`config.mk`:
```
export PLATFORM = sky130hd
export DESIGN_NAME = masked_subbytes_sequencer
export DESIGN_NICKNAME = d
export VERILOG_FILES = /design/src/rtl/masked_subbytes_sequencer_pkg.sv /design/src/rtl/masked_state_slot_tracker.sv /design/src/rtl/masked_subbytes_sequencer.sv
export SDC_FILE = /design/constraint.sdc
export NUM_CORES = 1
export LEC_CHECK = 0
export BUFFER_PORTS_ARGS = -buffer_cell sky130_fd_sc_hd__buf_2
export CORE_AREA = 5 5 211 213
export CTS_CLUSTER_DIAMETER = 30
export DETAILED_ROUTE_END_ITERATION = 6
export DIE_AREA = 0 0 216 218
export PLACE_DENSITY_LB_ADDON = 0.25
export SLEW_MARGIN = 20
export SYNTH_ARGS = -nofsm -noshare
export SYNTH_HDL_FRONTEND = slang
export SYNTH_HIERARCHICAL = 1
export SYNTH_SLANG_ARGS = --single-unit
```
`constraint.sdc`:
```
create_clock -name in_clock -period 3 [get_ports in_clock]
set_input_delay 0.45 -clock in_clock [delete_from_list [all_inputs] [get_ports in_clock]]
set_output_delay 0.45 -clock in_clock [all_outputs]
set_load 0.1 [all_outputs]
```
`src/rtl/masked_subbytes_sequencer_pkg.sv`:
```
// Shared types and helpers for the byte-serial masked SubBytes/ShiftRows sequencer.
// A state holds 16 bytes; byte k sits in row k%4 and column k/4.
package masked_subbytes_sequencer_pkg;

   typedef logic [7:0] bv8_t;
   typedef bv8_t [15:0] state_t;

   typedef enum logic [1:0] {
      SEQ_IDLE  = 2'd0,
      SEQ_FEED  = 2'd1,
      SEQ_DRAIN = 2'd2
   } subbytes_seq_state_t;

   localparam logic [3:0] LAST_IDX = 4'd15;

   // ShiftRows destination of source byte k: the row is kept and the column becomes (c - r) mod 4.
   function automatic logic [3:0] shift_rows_pos(input logic [3:0] k);
      logic [1:0] col_s;
      col_s = k[3:2] - k[1:0];
      return {col_s, k[1:0]};
   endfunction

endpackage

```
`src/rtl/masked_state_slot_tracker.sv`:
```
// Delay line of {valid, byte index} tags that runs alongside the external S-box pipeline,
// so each S-box result can be matched to the state byte it came from.
module masked_state_slot_tracker #(
   parameter int LATENCY = 3
) (
   input  logic       clk_i,
   input  logic       rst_i,
   input  logic       push_valid_i,
   input  logic [3:0] push_idx_i,
   output logic       pop_valid_o,
   output logic [3:0] pop_idx_o
);

   logic [LATENCY-1:0]      vld_q;
   logic [LATENCY-1:0]      vld_d;
   logic [LATENCY-1:0][3:0] idx_q;
   logic [LATENCY-1:0][3:0] idx_d;

   // Shift every tag one stage forward and load the new tag into stage 0.
   always_comb begin
      vld_d    = vld_q;
      idx_d    = idx_q;
      vld_d[0] = push_valid_i;
      idx_d[0] = push_idx_i;
      for (int i = 1; i < LATENCY; i++) begin
         vld_d[i] = vld_q[i-1];
         idx_d[i] = idx_q[i-1];
      end
   end

   // Tag register; reset invalidates every in-flight tag.
   always_ff @(posedge clk_i) begin
      if (rst_i) begin
         vld_q <= '0;
         idx_q <= '0;
      end else begin
         vld_q <= vld_d;
         idx_q <= idx_d;
      end
   end

   assign pop_valid_o = vld_q[LATENCY-1];
   assign pop_idx_o   = idx_q[LATENCY-1];

endmodule

```
`src/rtl/masked_subbytes_sequencer.sv`:
```
// Streams a captured 16-byte shared state one byte per cycle through an external masked S-box
// and collects the results into the output state, optionally scattered through ShiftRows.
module masked_subbytes_sequencer
   import masked_subbytes_sequencer_pkg::*;
#(
   parameter int NUM_SHARES       = 2,
   parameter int LATENCY          = 3,
   parameter int APPLY_SHIFT_ROWS = 1
) (
   input  logic                    in_clock,
   input  logic                    in_reset,
   input  logic                    in_start,
   input  state_t [NUM_SHARES-1:0] in_state,
   output bv8_t   [NUM_SHARES-1:0] out_sbox_in,
   input  bv8_t   [NUM_SHARES-1:0] in_sbox_out,
   output state_t [NUM_SHARES-1:0] out_state,
   output logic                    out_busy,
   output logic                    out_done
);

   subbytes_seq_state_t     state_q, state_d;
   state_t [NUM_SHARES-1:0] src_q, src_d;
   state_t [NUM_SHARES-1:0] result_q, result_d;
   bv8_t   [NUM_SHARES-1:0] sbox_in_q, sbox_in_d;
   logic   [3:0]            rd_idx_q, rd_idx_d;
   logic                    busy_q, busy_d;
   logic                    done_q, done_d;

   logic                    push_valid_s;
   logic                    pop_valid_s;
   logic   [3:0]            pop_idx_s;
   logic   [3:0]            wr_pos_s;

   assign push_valid_s = (state_q == SEQ_FEED);
   assign wr_pos_s     = (APPLY_SHIFT_ROWS != 0) ? shift_rows_pos(pop_idx_s) : pop_idx_s;

   masked_state_slot_tracker #(
      .LATENCY (LATENCY)
   ) u_tracker (
      .clk_i        (in_clock),
      .rst_i        (in_reset),
      .push_valid_i (push_valid_s),
      .push_idx_i   (rd_idx_q),
      .pop_valid_o  (pop_valid_s),
      .pop_idx_o    (pop_idx_s)
   );

   // Sequencing, feed-byte selection and result write-back.
   always_comb begin
      state_d   = state_q;
      src_d     = src_q;
      result_d  = result_q;
      sbox_in_d = '0;
      rd_idx_d  = rd_idx_q;
      busy_d    = busy_q;
      done_d    = 1'b0;

      case (state_q)
         SEQ_IDLE: begin
            if (in_start) begin
               state_d  = SEQ_FEED;
               src_d    = in_state;
               rd_idx_d = 4'd0;
               busy_d   = 1'b1;
               for (int s = 0; s < NUM_SHARES; s++) begin
                  sbox_in_d[s] = in_state[s][0];
               end
            end else begin
               state_d = SEQ_IDLE;
            end
         end
         SEQ_FEED: begin
            if (rd_idx_q == LAST_IDX) begin
               state_d  = SEQ_DRAIN;
               rd_idx_d = 4'd0;
            end else begin
               rd_idx_d = rd_idx_q + 4'd1;
               for (int s = 0; s < NUM_SHARES; s++) begin
                  sbox_in_d[s] = src_q[s][rd_idx_q + 4'd1];
               end
            end
         end
         SEQ_DRAIN: begin
            // Byte 15 is always the youngest tag, so its exit empties the pipe.
            if (pop_valid_s && (pop_idx_s == LAST_IDX)) begin
               state_d = SEQ_IDLE;
               busy_d  = 1'b0;
               done_d  = 1'b1;
            end else begin
               state_d = SEQ_DRAIN;
            end
         end
         default: begin
            state_d = SEQ_IDLE;
            busy_d  = 1'b0;
         end
      endcase

      if (pop_valid_s) begin
         for (int s = 0; s < NUM_SHARES; s++) begin
            result_d[s][wr_pos_s] = in_sbox_out[s];
         end
      end else begin
         result_d = result_q;
      end
   end

   // State registers; the feed byte is registered so the S-box sees a glitch-free input.
   always_ff @(posedge in_clock) begin
      if (in_reset) begin
         state_q   <= SEQ_IDLE;
         src_q     <= '0;
         result_q  <= '0;
         sbox_in_q <= '0;
         rd_idx_q  <= 4'd0;
         busy_q    <= 1'b0;
         done_q    <= 1'b0;
      end else begin
         state_q   <= state_d;
         src_q     <= src_d;
         result_q  <= result_d;
         sbox_in_q <= sbox_in_d;
         rd_idx_q  <= rd_idx_d;
         busy_q    <= busy_d;
         done_q    <= done_d;
      end
   end

   assign out_sbox_in = sbox_in_q;
   assign out_state   = result_q;
   assign out_busy    = busy_q;
   assign out_done    = done_q;

endmodule

```
==> results.md <==
- Starting Density: 0.491
- Grt total ovfl: 0
- GRT Total Usage: 0.299
- Ratio of final minimum period to clock period: 0.844
- Worst path top cell family by delay: multiplexers
- Worst path depth: 7
- Most common cell after layout, fill and taps aside: nand2_1
- Syn-to-layout area delta: 33.1%
- Root Buffer Master: clkbuf_16
- WP data required: 3.53 ns
- Placer Congestion: 0.952
- Share of layout cells above drive strength 1: 0.254
- NumNets Final: 3484
- HP Class: in -> reg
- Combinational share of power: 0.079
- Setup TNS: 0 ns
- Static leakage: 11.7 nW
- Crit path capture type: register
- CP max stage delay: 0.55 ns
- Crit path arrival time: 3.06 ns
- Seq cells post-synth: 551
- Max VDD drop: 0.497 mV
- Hold endpoint: src_q[121]$_SDFFE_PP0P_
- Reg power frac: 0.359
- Reg2reg end: out_sbox_in[15]$_SDFF_PP0_
- Hold Fails Final Rpt: 0
- CTS tree: done
- Syn_nets: 2996
- Worst-margin pin slew: 0.884 ns
- I/O pin count: 549
- Area of the multi-input gates: 9090 µm²
- Sink Count: 551
- Reg area: 11000 µm²
- Yosys cell types: 32
- Layout fillers: 3602
- MaxCap Viol Count: 0
- Largest net degree at the start of global routing: 135
- Most frequent cells in the layout: nand2_1, dfxtp_1, buf_2
- Startpoint Class: register
- Max Slew Vio Count: 0
- Post-Syn Instances: 2719
- Die width: 216 µm
- RSZ-0062 raised after global routing: false
- Worst Skew: 0.0198 ns
- CTS Buf Count: 105
- Clock buffer depth: 3
- Via count: 21100
- CP bufs+invs: 1
- Post-CTS Resized: 0
- Tmin final: 2.53 ns
- Hpwl dp: 51800 µm
- Sequential-to-total area share from yosys stat: 0.528
- CP Class: reg -> reg
- YS warnings: 6
- Switching power: 5.49 mW
- Vias in the first global route: 20400
- Reg2reg setup slack: 0.47 ns
- Final setup fails: 0
- WHS: 0.0459 ns
- Die Y: 218 µm
- Clock Power Share: 0.562
- Crit-path max FO: 49
- Post-CTS Hold Fix Bufs: 0
- Drt pass-1 iters: 5
- Final WL: 74100 µm
- Hold Path Origin: in_state[121]
- Row cnt: 76
- Status: complete, no violations
- H-tree Lvls: 3
- Synthesized area per cell: 7.68 µm²
- R2R depth: 7
- Min-Delay Path Depth: 3
- First-pass GRT wire length: 113000 µm
- Post-Syn Area: 20900 µm²
- # DRC: 0
- FMAX: 0.395 GHz
- Worst setup path startpoint: rd_idx_q[1]$_SDFFE_PP0P_
- Routed WL per cell: 19.3 µm
- Postcts setup bufs: 0
- Critical path's slowest cell: mux4_2
- Pwr Density: 783 nW/µm²
- Clk slew on worst S/H paths: 0.05 ns
- Via density per instance: 5.49
- Final ANT Viol Nets: 0
- CP Cell Sequence: ha_1, xnor2_4, buf_12, mux4_2, mux2_2, a22oi_1, nand2_1
- Initial antenna violation count: 7
- Core area: 42500 µm²
- R2R Path Start: rd_idx_q[1]$_SDFFE_PP0P_
- P_int: 16.3 mW
- DIE AREA: 47100 µm²
- Worst skew pair latency: 0.64 ns
- Switch share: 0.252
- Slew headroom: 0.411
- DRT iter0 DRCs: 2058
- Port Buffer Count: 548
[area by class of cell]
type | instances | area share
flip-flops and latches | 551 | 0.397
multi-input cells | 1951 | 0.327
repair buffers | 597 | 0.116
clock buffers | 126 | 0.102
clock inverters | 71 | 0.0337
well taps | 546 | 0.0246
diodes | 4 | 0.000360
inverters | 1 | 0.000135
[worst reg2reg max path, cell delays in order, from the launching register on]
cell     delay [ns]
dfxtp_1        0.34
ha_1           0.27
xnor2_4        0.40
buf_12         0.33
mux4_2         0.57
mux2_2         0.28
a22oi_1        0.16
nand2_1        0.07
[power groups by stage]
| stage | logic, mW | registers [mW] | clock network [mW] |
|---|---|---|---|
| after floorplan | 0.961 | 8.04 | 0 |
| after global placement | 1.66 | 7.95 | 0 |
| after detailed placement | 1.69 | 7.95 | 0 |
| after CTS | 1.71 | 7.82 | 12.3 |
| after global routing | 1.87 | 7.84 | 12.8 |
| final | 1.72 | 7.82 | 12.2 |
[stage by stage]
step           instances  cell area, µm²  power (mW)  setup WS, ns   util
3_5_place_dp        3646           24000        9.65         0.489  0.565
3_3_place_gp        3646           24000        9.61         0.556  0.565
2_1_floorplan       2719           20900        9.00         0.479      -
6_report            3847           27800        21.8         0.469  0.654
5_1_grt             3846           27800        22.5         0.314  0.654
4_1_cts             3843           27800        21.9         0.449  0.654
[cell usage after synthesis]
cell	count	area (µm²)
nand2b_1	3	18.8
nand4_1	23	144
nand2_1	1185	4450
dfxtp_1	551	11000
nor2_1	27	101
a21oi_1	517	2590
nor3_1	6	30.0
and2b_1	2	15.0
nand3b_1	1	7.51
xnor2_2	1	16.3
or2_2	1	6.26
xor2_1	2	17.5
buf_6	2	22.5
mux4_2	18	405
a22oi_1	17	128
nor2b_1	10	62.6
mux2_2	9	101
buf_4	2	15.0
nand3_1	62	310
mux2i_1	30	300
o21ai_0	1	5.00
buf_2	5	25.0
and2b_2	3	26.3
ha_1	2	25.0
a32oi_1	17	149
and2_1	3	18.8
nor3b_1	2	15.0
buf_1	11	41.3
nor2b_2	7	61.3
xnor2_1	2	17.5
inv_1	1	3.75
clkbuf_1	196	736
[layer usage]
metal | GRT usage | routed length [µm] | vias to the layer above
li1 | - | - | 9895
met1 | 0.370 | 28600 | 9887
met2 | 0.489 | 34900 | 1099
met3 | 0.0693 | 6630 | 235
met4 | 0.158 | 3880 | 6
met5 | 0 | 28 | -
[sequential cells by signal, indices dropped and copies added (netlist names), 2 cells and up]
register             flops
rd_idx_q                 4
u_tracker/pop_idx_o      4
src_q                  256
u_tracker/vld_q          3
out_sbox_in             16
u_tracker/idx_d          8
out_state              256
state_q                  2
[cell families after synthesis]
| kind of cell | after synthesis | share of synthesized area |
|---|---|---|
| and+or+nand+nor | 1335 | 0.252 |
| adders and majority gates | 2 | 0.00120 |
| buffers and inverters | 217 | 0.0404 |
| muxes | 57 | 0.0386 |
| xor gates and xnor gates | 5 | 0.00246 |
| AOI/OAI and AO/OA | 552 | 0.137 |
| DFF | 551 | 0.528 |
[worst max-delay path by stage]
stage          slack [ns]                         end
4_1_cts              0.45  out_sbox_in[10]$_SDFF_PP0_
6_report             0.47  out_sbox_in[15]$_SDFF_PP0_
3_3_place_gp         0.56  out_sbox_in[12]$_SDFF_PP0_
3_5_place_dp         0.49  out_sbox_in[12]$_SDFF_PP0_
5_1_grt              0.31  out_sbox_in[12]$_SDFF_PP0_
2_1_floorplan        0.48  out_sbox_in[14]$_SDFF_PP0_
(Power assumes the default switching activity.)
